<file path="src/rtl/priority_event_fifo.sv">
// priority_event_fifo: edge-detects priority-encoder codes and queues each new code in a show-ahead FIFO
module priority_event_fifo #(
  parameter int DEPTH  = 4,
  parameter int CODE_W = 4
) (
  input  logic                       clk,
  input  logic                       rst,
  input  logic                       in_valid,
  input  logic [CODE_W-1:0]          in_code,
  input  logic                       pop,
  output logic                       out_valid,
  output logic [CODE_W-1:0]          out_code,
  output logic [$clog2(DEPTH):0]     count,
  output logic                       full,
  output logic [7:0]                 drop_cnt
);
  localparam int AW = $clog2(DEPTH);
  localparam int CW = AW + 1;
  localparam logic [CW-1:0] DEPTH_N = CW'(DEPTH);
  logic [CODE_W-1:0] mem [DEPTH];
  logic [AW-1:0] rd_ptr, wr_ptr;
  logic [CODE_W-1:0] last_code;
  logic last_valid, ev, do_pop, do_push, drop;
  // A held code does not re-trigger; a dropped in_valid re-arms the detector.
  // A full FIFO still accepts an event when the head leaves on the same edge.
  always_comb begin
    ev        = in_valid && (!last_valid || in_code != last_code);
    out_valid = count != '0;
    full      = count == DEPTH_N;
    do_pop    = pop && out_valid;
    do_push   = ev && (!full || do_pop);
    drop      = ev && full && !pop;
    out_code  = out_valid ? mem[rd_ptr] : '0;
  end
  // Storage array; contents need no reset because out_code is masked while empty.
  always_ff @(posedge clk)
    if (!rst && do_push) mem[wr_ptr] <= in_code;
  // Pointers, occupancy, overflow counter and the input history register.
  always_ff @(posedge clk) begin
    if (rst) begin
      rd_ptr     <= '0;
      wr_ptr     <= '0;
      count      <= '0;
      drop_cnt   <= '0;
      last_valid <= 1'b0;
      last_code  <= '0;
    end else begin
      last_valid <= in_valid;
      last_code  <= in_code;
      if (do_push) wr_ptr <= wr_ptr + AW'(1);
      if (do_pop) rd_ptr <= rd_ptr + AW'(1);
      if (do_push && !do_pop) count <= count + CW'(1);
      else if (do_pop && !do_push) count <= count - CW'(1);
      if (drop && drop_cnt != 8'hFF) drop_cnt <= drop_cnt + 8'd1;
    end
  end
endmodule

</file>
<file path="config.mk">
export PLATFORM = sky130hd
export DESIGN_NAME = priority_event_fifo
export DESIGN_NICKNAME = d
export VERILOG_FILES = /design/src/rtl/priority_event_fifo.sv
export SDC_FILE = /design/constraint.sdc
export NUM_CORES = 1
export LEC_CHECK = 0
export BUFFER_PORTS_ARGS = -buffer_cell sky130_fd_sc_hd__buf_2
export CORE_MARGIN = 4
export CORE_UTILIZATION = 55
export CTS_BUF_LIST = sky130_fd_sc_hd__clkbuf_8
export CTS_CLUSTER_DIAMETER = 150
export DETAILED_ROUTE_END_ITERATION = 10
export PLACE_DENSITY = 0.8
export SYNTH_ARGS = -nofsm -noshare
export SYNTH_HDL_FRONTEND = slang
export SYNTH_SLANG_ARGS = --single-unit
</file>
<file path="constraint.sdc">
create_clock -name clk -period 2.7 [get_ports clk]
set_input_delay 0.54 -clock clk [delete_from_list [all_inputs] [get_ports clk]]
set_output_delay 0.54 -clock clk [all_outputs]
set_load 0.02 [all_outputs]
</file>
# ---- After elaboration in Yosys (flattened, before gate mapping)
# Memory sizes are Yosys's and may differ from the RTL's. A register that Yosys moved wholly into a read port is not among the register bits.
# Index checks and enable logic that the tools add are counted.
dict set report word_totals {
  ff_bits 20
  mem_bits_rw 16
  out_inout_bits 17
  word_cells 41
  n_memories 1
}
# name words width rd rd_ports_with_merged_regs write_ports line
set mem_list {}
lappend mem_list {mem 4 4 1 1 1 20} ;# logic [CODE_W-1:0] mem [DEPTH];
dict set report classes {
  add_sub_neg 5
  n_eq_ne 3
  muxes 7
  n_reduce_logical 19
}
# operator count
set op_table {}
lappend op_table {{$logic_and A1 B1 Y1} 9}
lappend op_table {{$add A8 B1 Y8 const B} 1}
lappend op_table {{$ne A8 B8 Y1 const B} 1}
lappend op_table {{$logic_not A1 Y1} 6}
lappend op_table {{$mux W3} 2}
lappend op_table {{$add A2 B1 Y2 const B} 2}
lappend op_table {{$mux W2} 2}
lappend op_table {{$mux W4} 1}
lappend op_table {{$ne A4 B4 Y1} 1}
lappend op_table {{$add A3 B1 Y3 const B} 1}
lappend op_table {{$eq A3 B3 Y1 const B} 1}
lappend op_table {{$reduce_bool A3 Y1} 1}
lappend op_table {{$sub A3 B1 Y3 const B} 1}
lappend op_table {{$logic_or A1 B1 Y1} 2}
lappend op_table {{$mux W1} 2}
lappend op_table {{$reduce_bool A2 Y1} 1}

# ---- Logic depth before layout (Yosys ltp)
# Gate-level depths: netlist of the first run.
dict set report depth {
  depth_word 8
  ltp_mapped 10
  ltp_nobuf 10
}

# ---- Worst setup path after synthesis of the first run
# OpenSTA, ideal clock, no wires.
dict set report synth_path {
  path_kind {flip-flop to flip-flop}
  startpoint {register count[0]}
  endpoint {register count[2]}
  arrival_time_ns 2.324
  t_required_ns 2.630
  slack_ns 0.306
  stages_incl_launch_ff 10
  n_path_buf 1
  period_less_slack_ns 2.394
  path_cell_list {dfxtp_1 or3_1 clkbuf_1 nand2_1 ha_1 inv_1 fa_1 xor2_1 or3_1 a21oi_1}
}
dict set report synth_via {
  elab_chain_cells 7
}
# element line
set synth_lines {}
lappend synth_lines {{from (decl)} 13} ;# output logic [$clog2(DEPTH):0] count,
lappend synth_lines {{from (signal assigned)} 52} ;# if (do_push && !do_pop) count <= count + CW'(1);
lappend synth_lines {{from (signal assigned)} 53} ;# else if (do_pop && !do_push) count <= count - CW'(1);
lappend synth_lines {{$reduce_bool A3 Y1 (*)} 28} ;# out_valid = count != '0;
lappend synth_lines {{named net out_valid} 11} ;# output logic out_valid,
lappend synth_lines {{$logic_and A1 B1 Y1 (*)} 30} ;# do_pop = pop && out_valid;
lappend synth_lines {{$logic_or A1 B1 Y1} 31} ;# do_push = ev && (!full || do_pop);
lappend synth_lines {{$logic_and A1 B1 Y1} 31}
lappend synth_lines {{$logic_not A1 Y1} 53}
lappend synth_lines {{$logic_and A1 B1 Y1} 53}
lappend synth_lines {{$reduce_bool A2 Y1 (no source line)} -}
# Mark *: on every way through the listed nets, which the timed path passes. The rest lies on a longest branch. The select of a mux whose other input is x is not followed.
# A chain may end at the register's enable or synchronous reset.

# ---- Worst setup path after layout of the first run
dict set report layout_path {
  startpoint {register count[0]}
  endpoint {register count[2]}
}
dict set report layout_via {
  elab_chain_cells 7
}
# element
set layout_lines {}
lappend layout_lines {{parallel branches: the longest is 7 deep, another holds $sub A3 B1 Y3}}
# Several ways; the timed one is not identified. The select of a mux whose other input is x is not followed.

==> impl_metrics.env, run 1 <==
export IMPL_ys_seq_area_frac=0.533
export IMPL_clk_path_buf_depth=2
export IMPL_overflow=0
export IMPL_gr_max_usage_layer="met2"
export IMPL_report_final_slew_viol_count=0
export IMPL_clkTransAtPathRegs_ps=70
export IMPL_mostFrequentLayoutCell="buf_2"
export IMPL_clock_latency_ps=280
export IMPL_root_buffer="clkbuf_8"
export IMPL_hold_violations=0
export IMPL_leakagePower_nw=0.781
export IMPL_ioPinCount=25
export IMPL_drt_wl_total_mm=2.96
export IMPL_fin_setup_tns_ps=0
export IMPL_min_from="drop_cnt[1]"
export IMPL_synthMuxAreaShare=0.0890
export IMPL_final_nets=185
export IMPL_ant_nets=0
export IMPL_die_w_um=64.1
export IMPL_crit_path_end_kind="register"
export IMPL_rsz0062_at_grt="no"
export IMPL_synthXorXnorAreaFrac=0.0456
export IMPL_min_path_type="register to register"
export IMPL_fillers=247
export IMPL_path_max_fanout=7
export IMPL_min_period_ps=2360
export IMPL_met3_usage=0.0404
export IMPL_grt_pass1_vias=1109
export IMPL_io_buffers=24
export IMPL_netlist_instances=141
export IMPL_reg2reg_from="count[0]"
export IMPL_ctsHtreeMaxLevel=2
export IMPL_setup_viol=0
export IMPL_grtUsageMet1=0.209
export IMPL_internal_power_mw=1.14
export IMPL_path_class="register to register"
export IMPL_multi_input_area_um2=743
export IMPL_clock_fmax_mhz=424
export IMPL_final_layout_size_suffix_gt1_frac=0.263
export IMPL_switchingPower_mw=0.529
export IMPL_cp_data_required_time_ps=2910
export IMPL_finalWorstSetupSlack_ps=341
export IMPL_ys_warn_count=0
export IMPL_ys_ff_latch=38
export IMPL_use_met2=0.262
export IMPL_hold_depth=2
export IMPL_fin_crit_sh=0.874
export IMPL_cap_violations=0
export IMPL_synth_cell_type_count=40
export IMPL_area_delta_synth_final_pct=15.1
export IMPL_cts_hold_buf=0
export IMPL_start_util=0.571
export IMPL_crit_start="count[0]"
export IMPL_power_frac_clock=0.271
export IMPL_drt_iter0_markers=56
export IMPL_grt_max_degree=30
export IMPL_power_density_nw_per_um2=839
export IMPL_clock_skew_ps=3.73
export IMPL_combinationalPowerShare=0.289
export IMPL_synthesis_nets=156
export IMPL_core_area_um2=3030
export IMPL_gp_congestion=0.766
export IMPL_dieArea_um2=4100
export IMPL_ir_drop_uv=402
export IMPL_cts_tree="yes"
export IMPL_die_h_um=64.1
export IMPL_cts_sinks=38
export IMPL_avgSynthCellArea_um2=12.3
export IMPL_viasPerCell=5.36
export IMPL_synth_area_um2=1730
export IMPL_cp_start_kind="register"
export IMPL_crit_arrival_ps=2570
export IMPL_seqPwrFrac=0.440
export IMPL_synth_adder_area_share=0.0550
export IMPL_grt_pass1_wl_mm=5.16
export IMPL_postCtsResizedCells=0
export IMPL_switching_share=0.317
export IMPL_relSlewSlack=0.566
export IMPL_postCtsSetupBuffers=0
export IMPL_outcome="complete, no violations"
export IMPL_hpwl_mm=2.15
export IMPL_dp_slack_ps=223
export IMPL_grt_usage=0.167
export IMPL_dr_pass1_iters=4
export IMPL_numCtsBuffers=5
export IMPL_tightest_slew_ps=649
export IMPL_antenna_cells=0
export IMPL_regArea_um2=921
export IMPL_antenna_found_initial=0
export IMPL_final_cell_mix="buf_2 (24), dfxtp_1 (22), edfxtp_1 (16)"
export IMPL_synth_compound_area_frac=0.0470
export IMPL_r2r_cells=8
export IMPL_drc=0
export IMPL_vias=1153
export IMPL_core_rowCount=20
export IMPL_synth_top_family_by_area="simple AND/OR/NAND/NOR gates"
export IMPL_synth_simple_area_share=0.193
export IMPL_routedWlPerCell_um=13.8
[cell type report]
class,instances,share of cell area
inverters,6,0.0113
clock buffers,5,0.0346
clock inverters,3,0.0189
repair buffers,27,0.0717
flip-flops and latches,38,0.463
multi-input cells,92,0.373
well taps,44,0.0277
[per-layer routing]
metal,share of wire,wire length [um]
met3,0.053,156
met2,0.49,1440
met5,0,0
met1,0.45,1340
met4,0.0071,21
[cell families after synthesis]
kind of cell / after synthesis
AOI/OAI and AO/OA: 12
xor gates and xnor gates: 9
adders and majority gates: 7
buffers and inverters: 11
DFF: 38
muxes: 10
and+or+nand+nor: 54
[power by group through the flow]
stage	combinational (mW)	sequential (mW)	clock, mW
after floorplan	0.341	0.757	0
after global placement	0.471	0.741	0
after detailed placement	0.485	0.749	0
after CTS	0.488	0.737	0.467
after global routing	0.538	0.750	0.498
final	0.483	0.736	0.453
[synth_stat cells, drive strengths merged]
| master | number | area share |
|---|---|---|
| ha | 6 | 0.043 |
| fa | 1 | 0.012 |
| o41ai | 1 | 0.0051 |
| and4 | 2 | 0.012 |
| xnor2 | 5 | 0.025 |
| o31a | 1 | 0.0051 |
| nor2b | 8 | 0.029 |
| or4b | 1 | 0.0058 |
| o31ai | 1 | 0.0043 |
| buf | 1 | 0.0043 |
| dfxtp | 22 | 0.25 |
| mux2 | 3 | 0.020 |
| nor3b | 5 | 0.022 |
| o21ai | 2 | 0.0058 |
| nand4b | 1 | 0.0051 |
| or4 | 1 | 0.0043 |
| nor2 | 11 | 0.024 |
| mux2i | 3 | 0.017 |
| and3 | 1 | 0.0043 |
| nand3 | 3 | 0.0087 |
| a311oi | 1 | 0.0051 |
| or3 | 3 | 0.011 |
| mux4 | 4 | 0.052 |
| xor2 | 4 | 0.020 |
| nor3 | 2 | 0.0058 |
| nand2 | 6 | 0.014 |
| o211ai | 1 | 0.0072 |
| nor4 | 1 | 0.0036 |
| nand4 | 1 | 0.0036 |
| and2 | 4 | 0.014 |
| nor4b | 2 | 0.019 |
| nand2b | 2 | 0.0072 |
| clkbuf | 4 | 0.020 |
| inv | 6 | 0.013 |
| edfxtp | 16 | 0.28 |
| a21oi | 5 | 0.014 |
[state kept, by name, indices dropped and copies added (netlist names), named ones only]
name	cells
mem	16
drop_cnt	8
count	3
rd_ptr	2
wr_ptr	2
last_code	4
last_valid	1
[metrics by stage]
step	std cells	utilization	hold slack (ps)	total power [mW]	area [um^2]
2_1_floorplan	141	-	485	1.10	1730
5_1_grt	215	0.657	505	1.79	1990
6_report	215	0.657	509	1.67	1990
4_1_cts	215	0.657	496	1.69	1990
3_5_place_dp	207	0.622	501	1.23	1880
3_3_place_gp	207	0.622	484	1.21	1880
[path summary, 6_finish.rpt]
check                              endpoint  slack [ps]
worst max register to register     count[2]         340
worst min register to register  drop_cnt[1]         510
worst max-delay path               count[2]         340
worst min-delay path            drop_cnt[1]         510
[worst max-delay path: stages, from the launching register on]
cell and delay [ps]:
dfxtp_1 410, or3_1 480, nand2_1 160, ha_1 190, inv_1 60, fa_1 370
xor2_1 150, or3_1 300, a21oi_1 170
Note: power is estimated with default switching activity, not from simulation.
==> inputs of run 2 (changes only) <==
RECOVER_POWER = 25   (was unset)
==> impl_metrics.env, run 2 (synthesis results as in run 1) <==
export IMPL_outcome="complete, no violations"
export IMPL_report_final_slew_viol_count=0
export IMPL_maxUsedRoutingLayer="met4"
export IMPL_placed_area_um2=1880
export IMPL_core_rowCount=20
export IMPL_layoutNonFillerInstCount=215
export IMPL_root_buffer="clkbuf_8"
export IMPL_fin_setup_tns_ps=0
export IMPL_fin_crit_sh=0.877
export IMPL_area_delta_synth_final_pct=14.8
export IMPL_drt_wl_total_mm=2.95
export IMPL_largest_register_ffs=16
export IMPL_hold_violations=0
export IMPL_relSlewSlack=0.229
export IMPL_path_class="register to register"
export IMPL_grt_max_degree=30
export IMPL_finalWorstSetupSlack_ps=332
export IMPL_slowest_delay_ps=480
export IMPL_dr_pass1_iters=4
export IMPL_gp_congestion=0.766
export IMPL_leakagePower_nw=0.767
export IMPL_post_route_util=0.655
export IMPL_die_h_um=64.1
export IMPL_combinationalPowerShare=0.288
export IMPL_final_nets=185
export IMPL_postCtsSetupBuffers=0
export IMPL_path_max_fanout=7
export IMPL_cpLargestDelayFamily="simple AND/OR/NAND/NOR gates"
export IMPL_tightest_slew_ps=1160
export IMPL_internal_power_mw=1.14
export IMPL_dieArea_um2=4100
export IMPL_overflow=0
export IMPL_antenna_cells=0
export IMPL_start_util=0.571
export IMPL_core_area_um2=3030
export IMPL_power_frac_clock=0.271
export IMPL_crit_path_end_kind="register"
export IMPL_setup_viol=0
export IMPL_cp_start_kind="register"
export IMPL_crit_arrival_ps=2560
export IMPL_clock_latency_ps=280
export IMPL_drt_iter0_markers=56
export IMPL_viasPerCell=5.40
export IMPL_numCtsBuffers=5
export IMPL_postCtsResizedCells=0
export IMPL_final_cell_mix="dfxtp_1 (22), buf_2 (19), edfxtp_1 (16)"
export IMPL_cts_hold_buf=0
export IMPL_ioPinCount=25
export IMPL_dp_slack_ps=223
export IMPL_switching_share=0.317
export IMPL_top_regs="mem: 16 flops, drop_cnt: 8 flops, last_code: 4 flops"
export IMPL_ant_nets=0
export IMPL_clkTransAtPathRegs_ps=70
export IMPL_seqPwrFrac=0.441
export IMPL_hpwl_mm=2.15
export IMPL_crit_slowest_cell="or3_1"
export IMPL_routedWlPerCell_um=13.7
export IMPL_ctsHtreeMaxLevel=2
export IMPL_wl_met1_mm=1.34
export IMPL_stdcell_area_um2=1980
export IMPL_antenna_found_initial=0
export IMPL_wl_met3_um=143
export IMPL_timing_critical_path_mode_cell="or3_1"
export IMPL_grt_pass1_wl_mm=5.16
export IMPL_regMostFlops="mem"
export IMPL_die_w_um=64.1
export IMPL_path_cells="or3_1, nand2_1, ha_1, inv_1, fa_1, xor2_1, or3_1, a21oi_1"
export IMPL_grt_usage=0.167
export IMPL_critical_path_buf_inv_count=1
export IMPL_power_density_nw_per_um2=842
export IMPL_drc=0
export IMPL_min_period_ps=2370
export IMPL_clock_fmax_mhz=422
export IMPL_dp_cells=207
export IMPL_final_layout_size_suffix_gt1_frac=0.234
export IMPL_cts_tree="yes"
export IMPL_met2WireLength_mm=1.45
export IMPL_cp_data_required_time_ps=2900
export IMPL_rsz0062_at_grt="no"
export IMPL_ir_drop_uv=402
export IMPL_mostFrequentLayoutCell="dfxtp_1"
export IMPL_vias=1160
export IMPL_cap_violations=0
export IMPL_switchingPower_mw=0.529
export IMPL_clk_path_buf_depth=2
export IMPL_min_path_type="register to register"
export IMPL_cts_sinks=38
export IMPL_clock_skew_ps=3.86
export IMPL_io_buffers=24
export IMPL_grt_pass1_vias=1109
==> run 2: cell count changes in the layout (fill, tap and decap cells not counted), sizes merged <==
| cell | before | now |
|---|---|---|
| clkbuf | 5 | 10 |
| buf | 27 | 22 |
==> run 2: metrics by stage <==
stage / total power, mW / hold slack, ps
after CTS: 1.69 / 496
after floorplan: 1.10 / 485
after global placement: 1.21 / 484
after detailed placement: 1.23 / 501
after global routing: 1.79 / 535
final: 1.67 / 509
==> run 2: path summary, 6_finish.rpt <==
check,from,end,slack [ps],cells past startpoint
hold / removal,drop_cnt[1],drop_cnt[1],510,2
setup / recovery,count[0],count[2],330,8
hold reg to reg,drop_cnt[1],drop_cnt[1],510,2
setup reg to reg,count[0],count[2],330,8
==> run 2: metal layers <==
layer | vias up | track usage
met5 | - | 0
met4 | 0 | 0.0970
met3 | 2 | 0.0404
met2 | 36 | 0.262
met1 | 557 | 0.209
li1 | 565 | -
==> run 2: final cells by class <==
type,instances,area (um^2)
fillers,251,1040
flip-flops and latches,38,921
multi-input cells,92,743
repair buffers,27,136
clock buffers,5,68.8
well taps,44,55.1
clock inverters,3,37.5
inverters,6,22.5
==> run 2: power groups by stage <==
| stage | clock [mW] | combinational [mW] | sequential (mW) |
|---|---|---|---|
| finish | 0.453 | 0.482 | 0.736 |
| global route | 0.498 | 0.537 | 0.750 |
| CTS | 0.467 | 0.488 | 0.737 |
| detailed placement | 0 | 0.485 | 0.749 |
| global placement | 0 | 0.471 | 0.741 |
| floorplan | 0 | 0.341 | 0.757 |
==> run 2: worst min-delay path: stages (launching register included) <==
cell	delay (ps)
dfxtp_1	330
nand2b_1	70
mux2i_1	60
